`config.mk`:
```
export PLATFORM = sky130hd
export DESIGN_NAME = fetch_unit_flat
export DESIGN_NICKNAME = d
export VERILOG_FILES = /design/src/rtl/fetch_unit_pkg.sv /design/src/rtl/fetch_unit_if.sv /design/src/rtl/fetch_unit_pc_next_calc.sv /design/src/rtl/fetch_unit.sv /design/src/flat_wrapper.sv
export SDC_FILE = /design/constraint.sdc
export NUM_CORES = 1
export LEC_CHECK = 0
export CAP_MARGIN = 20
export CORE_MARGIN = 3
export CORE_UTILIZATION = 38
export CTS_BUF_LIST = sky130_fd_sc_hd__clkbuf_8
export CTS_CLUSTER_DIAMETER = 120
export DETAILED_ROUTE_END_ITERATION = 7
export PLACE_DENSITY = 0.65
export SLEW_MARGIN = 20
export SYNTH_ARGS = -nofsm -noshare
export SYNTH_HDL_FRONTEND = slang
export SYNTH_SLANG_ARGS = --single-unit
```
`constraint.sdc`:
```
create_clock -name clk -period 4.3 [get_ports clk]
set_input_delay 0.645 -clock clk [delete_from_list [all_inputs] [get_ports clk]]
set_output_delay 0.645 -clock clk [all_outputs]
set_load 0.005 [all_outputs]
```
`src/rtl/fetch_unit_pkg.sv`:
```
// Shared definitions for the instruction fetch unit: FSM encoding,
// parameter defaults, opcode constants and the next-PC result payload.
package fetch_unit_pkg;

    localparam int unsigned XLEN        = 32;
    localparam logic [31:0] RESET_PC_DEF = 32'h0000_0000;
    localparam int unsigned TIMEOUT_DEF = 16;

    localparam logic [6:0] OP_IMM = 7'b0010011;
    localparam logic [6:0] OP     = 7'b0110011;

    typedef enum logic [1:0] {
        ST_IDLE  = 2'd0,
        ST_WAIT  = 2'd1,
        ST_FAULT = 2'd2
    } state_e;

    typedef struct packed {
        logic [XLEN-1:0] addr;
        logic            misalign;
    } next_pc_t;

endpackage

```
`src/rtl/fetch_unit_if.sv`:
```
// Instruction memory read channel.
//   master (fetch unit): drives imem_req/imem_addr, receives imem_rdata/imem_ack
//   slave  (memory)    : the reverse
interface fetch_unit_if;
    import fetch_unit_pkg::*;

    logic            imem_req;
    logic [XLEN-1:0] imem_addr;
    logic [XLEN-1:0] imem_rdata;
    logic            imem_ack;

    modport master (output imem_req, output imem_addr, input imem_rdata, input imem_ack);
    modport slave  (input imem_req, input imem_addr, output imem_rdata, output imem_ack);
endinterface

```
`src/rtl/fetch_unit_pc_next_calc.sv`:
```
// Combinational next-PC computation.
//   inputs : pc, rs1_val, imm, pc_next_sel, pc_adder_sel
//   output : next_pc_c (target address + low-bit misalignment flag)
module fetch_unit_pc_next_calc
    import fetch_unit_pkg::*;
(
    input  logic [XLEN-1:0] pc,
    input  logic [XLEN-1:0] rs1_val,
    input  logic [XLEN-1:0] imm,
    input  logic            pc_next_sel,
    input  logic            pc_adder_sel,
    output next_pc_t        next_pc_c
);

    logic [XLEN-1:0] base;
    logic [XLEN-1:0] target;

    // 32-bit adds wrap naturally; carry out is dropped.
    always_comb begin
        base   = pc_adder_sel ? rs1_val : pc;
        target = pc_next_sel ? (base + imm) : (pc + XLEN'(4));
        next_pc_c.addr     = target;
        next_pc_c.misalign = (target[1:0] != 2'b00);
    end

endmodule

```
`src/rtl/fetch_unit.sv`:
```
// Instruction fetch unit: holds pc/ir, issues one instruction memory read
// per load_ir, defers pc updates requested mid-fetch, and faults terminally
// when memory fails to acknowledge within TIMEOUT cycles.
//   clk, reset (async, active-low)
//   load_ir, load_pc, pc_next_sel, pc_adder_sel, imm, rs1_val : control/decode
//   imem (fetch_unit_if.master)                                : memory channel
//   pc, ir, opcode, fetch_busy, ir_valid, misalign_err, fault  : status
module fetch_unit
    import fetch_unit_pkg::*;
#(
    parameter logic [31:0] RESET_PC = RESET_PC_DEF,
    parameter int unsigned TIMEOUT  = TIMEOUT_DEF
) (
    input  logic            clk,
    input  logic            reset,
    input  logic            load_ir,
    input  logic            load_pc,
    input  logic            pc_next_sel,
    input  logic            pc_adder_sel,
    input  logic [XLEN-1:0] imm,
    input  logic [XLEN-1:0] rs1_val,
    fetch_unit_if.master    imem,
    output logic [XLEN-1:0] pc,
    output logic [XLEN-1:0] ir,
    output logic [6:0]      opcode,
    output logic            fetch_busy,
    output logic            ir_valid,
    output logic            misalign_err,
    output logic            fault
);

    localparam int unsigned CNT_W = $clog2(TIMEOUT + 1);
    localparam logic [CNT_W-1:0] CNT_LAST = CNT_W'(TIMEOUT - 1);

    state_e          state;
    state_e          state_next;
    logic [CNT_W-1:0] wait_cnt;
    logic            pend;
    logic [XLEN-1:0] pend_pc;
    logic            req_d;
    logic            busy_d;
    logic            fault_d;
    logic            pc_ok;
    next_pc_t        npc;

    fetch_unit_pc_next_calc pc_next_calc (
        .pc           (pc),
        .rs1_val      (rs1_val),
        .imm          (imm),
        .pc_next_sel  (pc_next_sel),
        .pc_adder_sel (pc_adder_sel),
        .next_pc_c    (npc)
    );

    assign pc_ok          = load_pc && !npc.misalign;
    assign opcode         = ir[6:0];
    // pc never changes while WAIT is active, so the address is stable for the whole fetch.
    assign imem.imem_addr = pc;

    // Next-state logic; ack in the last counted cycle beats the timeout.
    always_comb begin
        state_next = state;
        case (state)
            ST_IDLE:  if (load_ir) state_next = ST_WAIT;
            ST_WAIT: begin
                if (imem.imem_ack)          state_next = ST_IDLE;
                else if (wait_cnt == CNT_LAST) state_next = ST_FAULT;
            end
            ST_FAULT: state_next = ST_FAULT;
            default:  state_next = ST_IDLE;
        endcase
    end

    // Output decode from the upcoming state so the status outputs are flops.
    always_comb begin
        req_d   = 1'b0;
        busy_d  = 1'b0;
        fault_d = 1'b0;
        case (state_next)
            ST_WAIT: begin
                req_d  = 1'b1;
                busy_d = 1'b1;
            end
            ST_FAULT: fault_d = 1'b1;
            default: ;
        endcase
    end

    // State register plus datapath registers.
    always_ff @(posedge clk or negedge reset) begin
        if (!reset) begin
            state         <= ST_IDLE;
            imem.imem_req <= 1'b0;
            fetch_busy    <= 1'b0;
            fault         <= 1'b0;
            wait_cnt      <= '0;
            pc            <= RESET_PC;
            ir            <= '0;
            ir_valid      <= 1'b0;
            pend          <= 1'b0;
            pend_pc       <= '0;
            misalign_err  <= 1'b0;
        end else begin
            state         <= state_next;
            imem.imem_req <= req_d;
            fetch_busy    <= busy_d;
            fault         <= fault_d;

            if (state == ST_WAIT && state_next == ST_WAIT) wait_cnt <= wait_cnt + CNT_W'(1);
            else                                           wait_cnt <= '0;

            case (state)
                ST_IDLE: begin
                    if (load_ir) begin
                        ir_valid <= 1'b0;
                        // Fetch uses the current pc; the pc request waits for the ack.
                        if (pc_ok) begin
                            pend    <= 1'b1;
                            pend_pc <= npc.addr;
                        end
                    end else if (pc_ok) begin
                        pc <= npc.addr;
                    end
                end
                ST_WAIT: begin
                    if (imem.imem_ack) begin
                        ir       <= imem.imem_rdata;
                        ir_valid <= 1'b1;
                        pend     <= 1'b0;
                        // A request in the exit cycle is the newest and wins over the pending one.
                        if (pc_ok)     pc <= npc.addr;
                        else if (pend) pc <= pend_pc;
                    end else if (state_next == ST_FAULT) begin
                        pend <= 1'b0;
                    end else if (pc_ok) begin
                        pend    <= 1'b1;
                        pend_pc <= npc.addr;
                    end
                end
                default: ;
            endcase

            if (load_pc && npc.misalign && state != ST_FAULT) misalign_err <= 1'b1;
        end
    end

endmodule

```
`src/flat_wrapper.sv`:
```
// flat-port wrapper written by rule: the top's interface ports become plain ports
module fetch_unit_flat import fetch_unit_pkg::*;
#(
    parameter logic [31:0] RESET_PC = RESET_PC_DEF,
    parameter int unsigned TIMEOUT  = TIMEOUT_DEF
)
  (clk, reset, load_ir, load_pc, pc_next_sel, pc_adder_sel, imm, rs1_val, pc, ir, opcode, fetch_busy, ir_valid, misalign_err, fault, imem_imem_req, imem_imem_addr, imem_imem_rdata, imem_imem_ack);
  fetch_unit_if imem_i ();
  input  logic clk;
  input  logic reset;
  input  logic load_ir;
  input  logic load_pc;
  input  logic pc_next_sel;
  input  logic pc_adder_sel;
  input  logic [XLEN-1:0] imm;
  input  logic [XLEN-1:0] rs1_val;
  output logic [XLEN-1:0] pc;
  output logic [XLEN-1:0] ir;
  output logic [6:0] opcode;
  output logic fetch_busy;
  output logic ir_valid;
  output logic misalign_err;
  output logic fault;
  output wire logic [$bits(imem_i.imem_req)-1:0] imem_imem_req;
  output wire logic [$bits(imem_i.imem_addr)-1:0] imem_imem_addr;
  input wire logic [$bits(imem_i.imem_rdata)-1:0] imem_imem_rdata;
  input wire logic [$bits(imem_i.imem_ack)-1:0] imem_imem_ack;
  assign imem_imem_req = imem_i.imem_req;
  assign imem_imem_addr = imem_i.imem_addr;
  assign imem_i.imem_rdata = imem_imem_rdata;
  assign imem_i.imem_ack = imem_imem_ack;
  fetch_unit #(.RESET_PC(RESET_PC), .TIMEOUT(TIMEOUT)) u_core (.clk(clk), .reset(reset), .load_ir(load_ir), .load_pc(load_pc), .pc_next_sel(pc_next_sel), .pc_adder_sel(pc_adder_sel), .imm(imm), .rs1_val(rs1_val), .imem(imem_i), .pc(pc), .ir(ir), .opcode(opcode), .fetch_busy(fetch_busy), .ir_valid(ir_valid), .misalign_err(misalign_err), .fault(fault));
endmodule
```
Word level (Yosys, flattened, before mapping)
Cells that the tools add are included.

operators by class
  reductions and logical operators = 13
  multiplexer cells = 28
  equality and inequality tests = 13
  add/sub/neg operators = 3

operator list
  operator                 number
  $mux W32                 11
  $pmux W32 S2             2
  $add A32 B3 Y32 const B  1
  $add A32 B32 Y32         1
  $ne A2 B2 Y1 const B     6
  $mux W1                  8
  $mux W2                  3
  $pmux W2 S3              1
  $add A5 B1 Y5 const B    1
  $eq A5 B4 Y1 const B     1
  $mux W5                  1
  $reduce_and A5 Y1        1
  $eq A2 B1 Y1 const B     2
  $eq A2 B2 Y1 const B     2
  $logic_and A1 B1 Y1      4
  $pmux W1 S2              2
  $reduce_and A2 Y1        2
  $reduce_and A4 Y1        1
  $reduce_bool A2 Y1       2
  $ne A3 B1 Y1 const B     1
  $reduce_and A3 Y1        1
  $logic_not A2 Y1         1
  $ne A2 B1 Y1 const B     1
  $logic_not A1 Y1         1

storage, ports and cells
  output and inout port bits = 108
  bits in registers = 108
  input bits = 103
  word-level logic and storage cells = 67

Longest topological paths before layout
  word-level depth = 10
  mapped depth = 14

Hierarchy
Synthesis repeated with hierarchy kept, for this count alone.

unflattened totals
  cells, all modules = 785
  area, all modules = 7,736.2 um^2

modules (own cells, without submodules)
  module                   cells each  instances  area an instance (um^2)  sequential area each (um^2)
  fetch_unit               365         1          4,810.9                  2,702.6
  fetch_unit_pc_next_calc  420         1          2,925.3                  0.0

Worst setup path after synthesis
Ideal clock, no wire load.

  path type = input to register
  start point = input pc_adder_sel
  end point = register u_core.pc[26], in the netlist u_core.imem.imem_addr[26]
  path slack = 411 ps
  data required time = 4,223 ps
  buffers on the path = 2
  library setup time = 77 ps
  data arrival time = 3,811 ps
  stages = 13
  path through = clkbuf_1 clkbuf_1 mux2_2 ha_1 fa_1 a211oi_1 o21ai_1 nand4b_4 a2111o_1 and3_2 nor3_1 or4_1 a21oi_1

on the way
  longest elaborated chain between the ends = 9
  elaborated cells between the ends (all ways) = 14

ends and longest elaborated chain
  element                 RTL line                       source
  start: declaration      flat_wrapper.sv:14             input logic pc_adder_sel;
  $mux W32 *              fetch_unit_pc_next_calc.sv:20  base = pc_adder_sel ? rs1_val : pc;
  $add A32 B32 Y32 *      fetch_unit_pc_next_calc.sv:21  target = pc_next_sel ? (base + imm) : (pc + XLEN'(4));
  $mux W32 *              fetch_unit_pc_next_calc.sv:21
  $reduce_bool A2 Y1      fetch_unit_pc_next_calc.sv:23  next_pc_c.misalign = (target[1:0] != 2'b00);
  $logic_not A1 Y1        fetch_unit.sv:55               assign pc_ok = load_pc && !npc.misalign;
  $logic_and A1 B1 Y1     fetch_unit.sv:55
  $mux W32                fetch_unit.sv:131              if (pc_ok) pc <= npc.addr;
  $mux W32                fetch_unit.sv:126              if (imem.imem_ack) begin
  $pmux W32 S2            fetch_unit.sv:112              case (state)
  end signal: assignment  fetch_unit.sv:122              pc <= npc.addr;
  end signal: assignment  fetch_unit.sv:131
  end signal: assignment  fetch_unit.sv:132              else if (pend) pc <= pend_pc;
  end: declaration        fetch_unit.sv:23               output logic [XLEN-1:0] pc,

Mark *: on every way between the ends. The rest lies on a longest branch, timed or not. The select of a mux whose other input is x is not followed.
A chain may end at the register's enable or synchronous reset.

Worst setup path in the final report
  start point = input rs1_val[0]
  end point = register u_core.pc[26], in the netlist u_core.imem.imem_addr[26]

on the way
  longest elaborated chain between the ends = 9
  elaborated cells between the ends (all ways) = 14

ends and longest elaborated chain
  element              RTL line                       source
  start: declaration   flat_wrapper.sv:16             input logic [XLEN-1:0] rs1_val;
  $mux W32 *           fetch_unit_pc_next_calc.sv:20
  $add A32 B32 Y32 *   fetch_unit_pc_next_calc.sv:21
  $mux W32 *           fetch_unit_pc_next_calc.sv:21
  $reduce_bool A2 Y1   fetch_unit_pc_next_calc.sv:23
  $logic_not A1 Y1     fetch_unit.sv:55
  $logic_and A1 B1 Y1  fetch_unit.sv:55
  $mux W32             fetch_unit.sv:131
  $mux W32             fetch_unit.sv:126
  $pmux W32 S2         fetch_unit.sv:112

Marks and branches as above.

==> metrics.log <==
INFO  metric post_synth_num_cell_types = 75
INFO  metric placed_cell_area = 9870 um2
INFO  metric timing.fmax = roughly 0.27 GHz
INFO  metric drtPass1Iterations = 5
INFO  metric final.setup.worst_slack = 0.663 ns
INFO  metric fin_setup_tns = 0 ns
INFO  metric grt_antenna_before_repair = 0
INFO  metric cts_buffers = 9
INFO  metric commonest_cells_in_the_synthesized_netlist = sky130_fd_sc_hd__nand2_1, sky130_fd_sc_hd__dfrtp_1, sky130_fd_sc_hd__nor2_1, sky130_fd_sc_hd__mux2_2
INFO  metric remaining_drc_errors = 0
INFO  metric drive_gt1_share = about an eighth
INFO  metric synth_to_final_area_change = 29.1%
INFO  metric use_met2 = a little over a third
INFO  metric synth_flop_cell = sky130_fd_sc_hd__dfrtp_1
INFO  metric place_congestion = between 0.8 and 0.9
INFO  metric grt_max_degree = 74
INFO  metric routedWlPerCell = about 18 um
INFO  metric cts_repair_resize_count = 0
INFO  metric yosysTopAreaCell = sky130_fd_sc_hd__dfrtp_1
INFO  metric power.ir.vdd_worst = between 200 and 300 uV
INFO  metric gr-usage-all-layers = approximately a fifth
INFO  metric post-route-min-period = between 3 and 4 ns
INFO  metric synthArstFlopShare = 100%
INFO  metric clkSinkCount = around 110
INFO  metric setup_viol_count_final = 0
INFO  metric pre_cts_slack = just over 0.3 ns
INFO  metric path_clk_slew = about 0.10 ns
INFO  metric cp_data_required_time = around 4.6 ns
INFO  metric die-width = about 150 um
INFO  metric grt_setup_unrepaired = no
INFO  metric worst-path-max-fanout = 4
INFO  metric port-buffer-count = 210
INFO  metric ys_seq_elements = between 100 and 150
INFO  metric clk-insertion-delay-late = 0.38 ns
INFO  metric die_y = between 100 and 150 um
INFO  metric dp_hpwl = roughly 18000 um
INFO  metric synthesis.area = slightly below 8000 um2
INFO  metric worst_slew_margin_rel = 38.3%
INFO  metric core = a little under 20000 um2
INFO  metric mean_syn_cell_area = about 8.8 um2
INFO  metric leakage_power_of_the_design = 0.00421 uW
INFO  metric tritoncts = done
INFO  metric num_antenna_cells = 0
INFO  metric detailroute.via_count = 7093
INFO  metric outcome = finished clean
INFO  metric first_global_vias = a little under 7000
INFO  metric clock-root-buffer = sky130_fd_sc_hd__clkbuf_8
INFO  metric synthesis.nets = between 1000 and 1500
INFO  metric iter_0_drt_violations = between 300 and 400
INFO  metric io_pins = about 210
INFO  metric ys_seq_area_share = a little over a third
INFO  metric postCtsHoldBufs = 0
INFO  metric r2r.worst_path.cells = 11
INFO  metric data_arrival_time_at_the_worst_slack_endpoint = between 3 and 4 ns
INFO  metric synth_enable_flop_cells = 0
INFO  metric yosysTopAreaCellShare = around a third
INFO  metric routed_wl = between 20000 and 25000 um
INFO  metric final_max_slew_viol_count = 0
INFO  metric postRouteAntennaNets = 0
INFO  metric critical_path_class = input port to register
INFO  metric worst_setup_sp_type = input port
INFO  metric crit_end_element = register
INFO  metric fin_nets = between 1000 and 1500
INFO  metric tightestPinTransition = about 0.9 ns
INFO  metric grt.busiest_layer = met2
INFO  metric min_period_over_period = around 85%
INFO  metric timing.clock.skew = approximately 0.014 ns
INFO  metric total_non_filler_cell_area_in_the_finished_layout = between 10000 and 15000 um2
INFO  metric cts.path.max_buffers = 2
INFO  metric hold_path.class = input port to async pin
INFO  metric met3_demand_to_capacity_share_in_global_routing = 3.22%
INFO  metric grtUsageMet1 = between 20% and 30%
INFO  metric dieArea = about 22000 um2
INFO  metric ys_top_cells_by_area = sky130_fd_sc_hd__dfrtp_1, sky130_fd_sc_hd__mux2_2, sky130_fd_sc_hd__nand2_1
INFO  metric floorplan.initialDensity = roughly two fifths
INFO  metric synth.most_common_cell = sky130_fd_sc_hd__nand2_1
INFO  metric postSynthCellCount = 884
INFO  metric final_report_hold_violation_count = 0
INFO  metric overflow = 0
INFO  metric detail_route.vias_per_cell = between 5 and 6
INFO  metric count_of_synthesis_stage_warnings_from_yosys = 0
INFO  metric power-per-cell-area = 516 nW/um2
INFO  metric std_cell_rows = between 50 and 60
INFO  metric grt_pass1_wl = 36500 um
INFO  metric maxCapViolations = 0
INFO  metric post-cts-setup-buffer-count = 0
INFO  metric htreeDepth = 3
-- worst max-delay path, cell delays in order --
cell and delay, ns:
sky130_fd_sc_hd__clkdlybuf4s50_1 0.39, sky130_fd_sc_hd__mux2_2 0.26, sky130_fd_sc_hd__ha_1 0.22, sky130_fd_sc_hd__fa_1 0.49, sky130_fd_sc_hd__a211oi_1 0.41, sky130_fd_sc_hd__o21ai_1 0.23
sky130_fd_sc_hd__nand4b_4 0.15, sky130_fd_sc_hd__a2111o_1 0.25, sky130_fd_sc_hd__and3_2 0.23, sky130_fd_sc_hd__nor3_1 0.07, sky130_fd_sc_hd__or4_1 0.47, sky130_fd_sc_hd__a21oi_1 0.13
-- report_power, final --
part           switching [uW]  internal [uW]  leakage, uW  total (uW)
clock                     356            268    0.0000968         623
sequential                400           1340      0.00132        1740
combinational            1330           1490      0.00279        2820
-- area by class of cell --
| class | instances | area (um2) |
|---|---|---|
| sequential | 108 | 2700 |
| tap | 265 | 332 |
| clock inverter | 7 | 67.6 |
| fill | 1888 | 9720 |
| inverter | 10 | 37.5 |
| timing repair buffer | 230 | 2250 |
| clock buffer | 9 | 124 |
| multi-input combinational | 687 | 4540 |
-- per-layer routing --
| metal | wire (um) | share of wire, % |
|---|---|---|
| met5 | 0 | 0 |
| met4 | 488 | 2.1 |
| met3 | 1160 | 5.0 |
| met2 | 11700 | 50 |
| met1 | 9990 | 43 |
-- path summary, 6_finish.rpt --
path	start	endpoint	slack, ns
min in group clk	u_core.misalign_err	u_core.misalign_err	0.48
setup / recovery	rs1_val[0]	u_core.imem.imem_addr[26]	0.66
hold reg to reg	u_core.misalign_err	u_core.misalign_err	0.48
max in group asynchronous	reset	u_core.pend_pc[15]	2.89
setup reg to reg	u_core.imem.imem_addr[0]	u_core.imem.imem_addr[26]	0.82
hold / removal	reset	u_core.ir[8]	0.39
-- cell families (layout without fill, tap and decap cells) --
family | Yosys count | after routing | share of synthesized area (%)
AO/OA/AOI/OAI | 211 | 211 | 16.5
XOR/XNOR | 40 | 40 | 4.59
adder cells (fa/ha/maj) | 35 | 35 | 5.72
buffers and inverters | 89 | 256 | 7.13
flip-flops | 108 | 108 | 34.7
multiplexers | 75 | 75 | 10.7
AND/OR/NAND/NOR | 326 | 326 | 20.7
-- registers in the layout (all words and copies together), names as in the netlist --
register and cells:
u_core.wait_cnt 5, u_core.pend_pc 32, u_core.imem.imem_addr 32, u_core.imem.imem_req 1
u_core.pend 1, u_core.ir 32, u_core.state 2, u_core.ir_valid 1
u_core.fault 1, u_core.misalign_err 1
-- through the flow --
stage                     utilization, %  total power, uW  hold WS (ns)  instances
after floorplan                        -             3400         0.349        884
after global placement              49.9             4550         0.451       1300
after detailed placement            49.9             4580         0.460       1300
after CTS                           50.9             5220         0.424       1316
after global routing                50.9             5580         0.463       1316
final                               50.9             5190         0.394       1316
-- cell usage in the layout, fill, tap and decap left out, types with 8 or more instances in the layout --
master / count
sky130_fd_sc_hd__and3_1: 18
sky130_fd_sc_hd__inv_1: 11
sky130_fd_sc_hd__o211ai_1: 8
sky130_fd_sc_hd__xnor2_1: 18
sky130_fd_sc_hd__nor3_1: 17
sky130_fd_sc_hd__ha_1: 34
sky130_fd_sc_hd__nand2_1: 120
sky130_fd_sc_hd__a31oi_1: 16
sky130_fd_sc_hd__dfrtp_1: 108
sky130_fd_sc_hd__a21o_1: 9
sky130_fd_sc_hd__or3_1: 10
sky130_fd_sc_hd__o21ai_0: 64
sky130_fd_sc_hd__nand4_1: 8
sky130_fd_sc_hd__mux2_2: 68
sky130_fd_sc_hd__a21oi_1: 63
sky130_fd_sc_hd__clkbuf_8: 9
sky130_fd_sc_hd__clkdlybuf4s50_1: 207
sky130_fd_sc_hd__a211oi_1: 9
sky130_fd_sc_hd__xor2_1: 21
sky130_fd_sc_hd__nand3_1: 29
sky130_fd_sc_hd__nor2_1: 73
sky130_fd_sc_hd__buf_4: 20
Power figures use the tool's default switching activity.
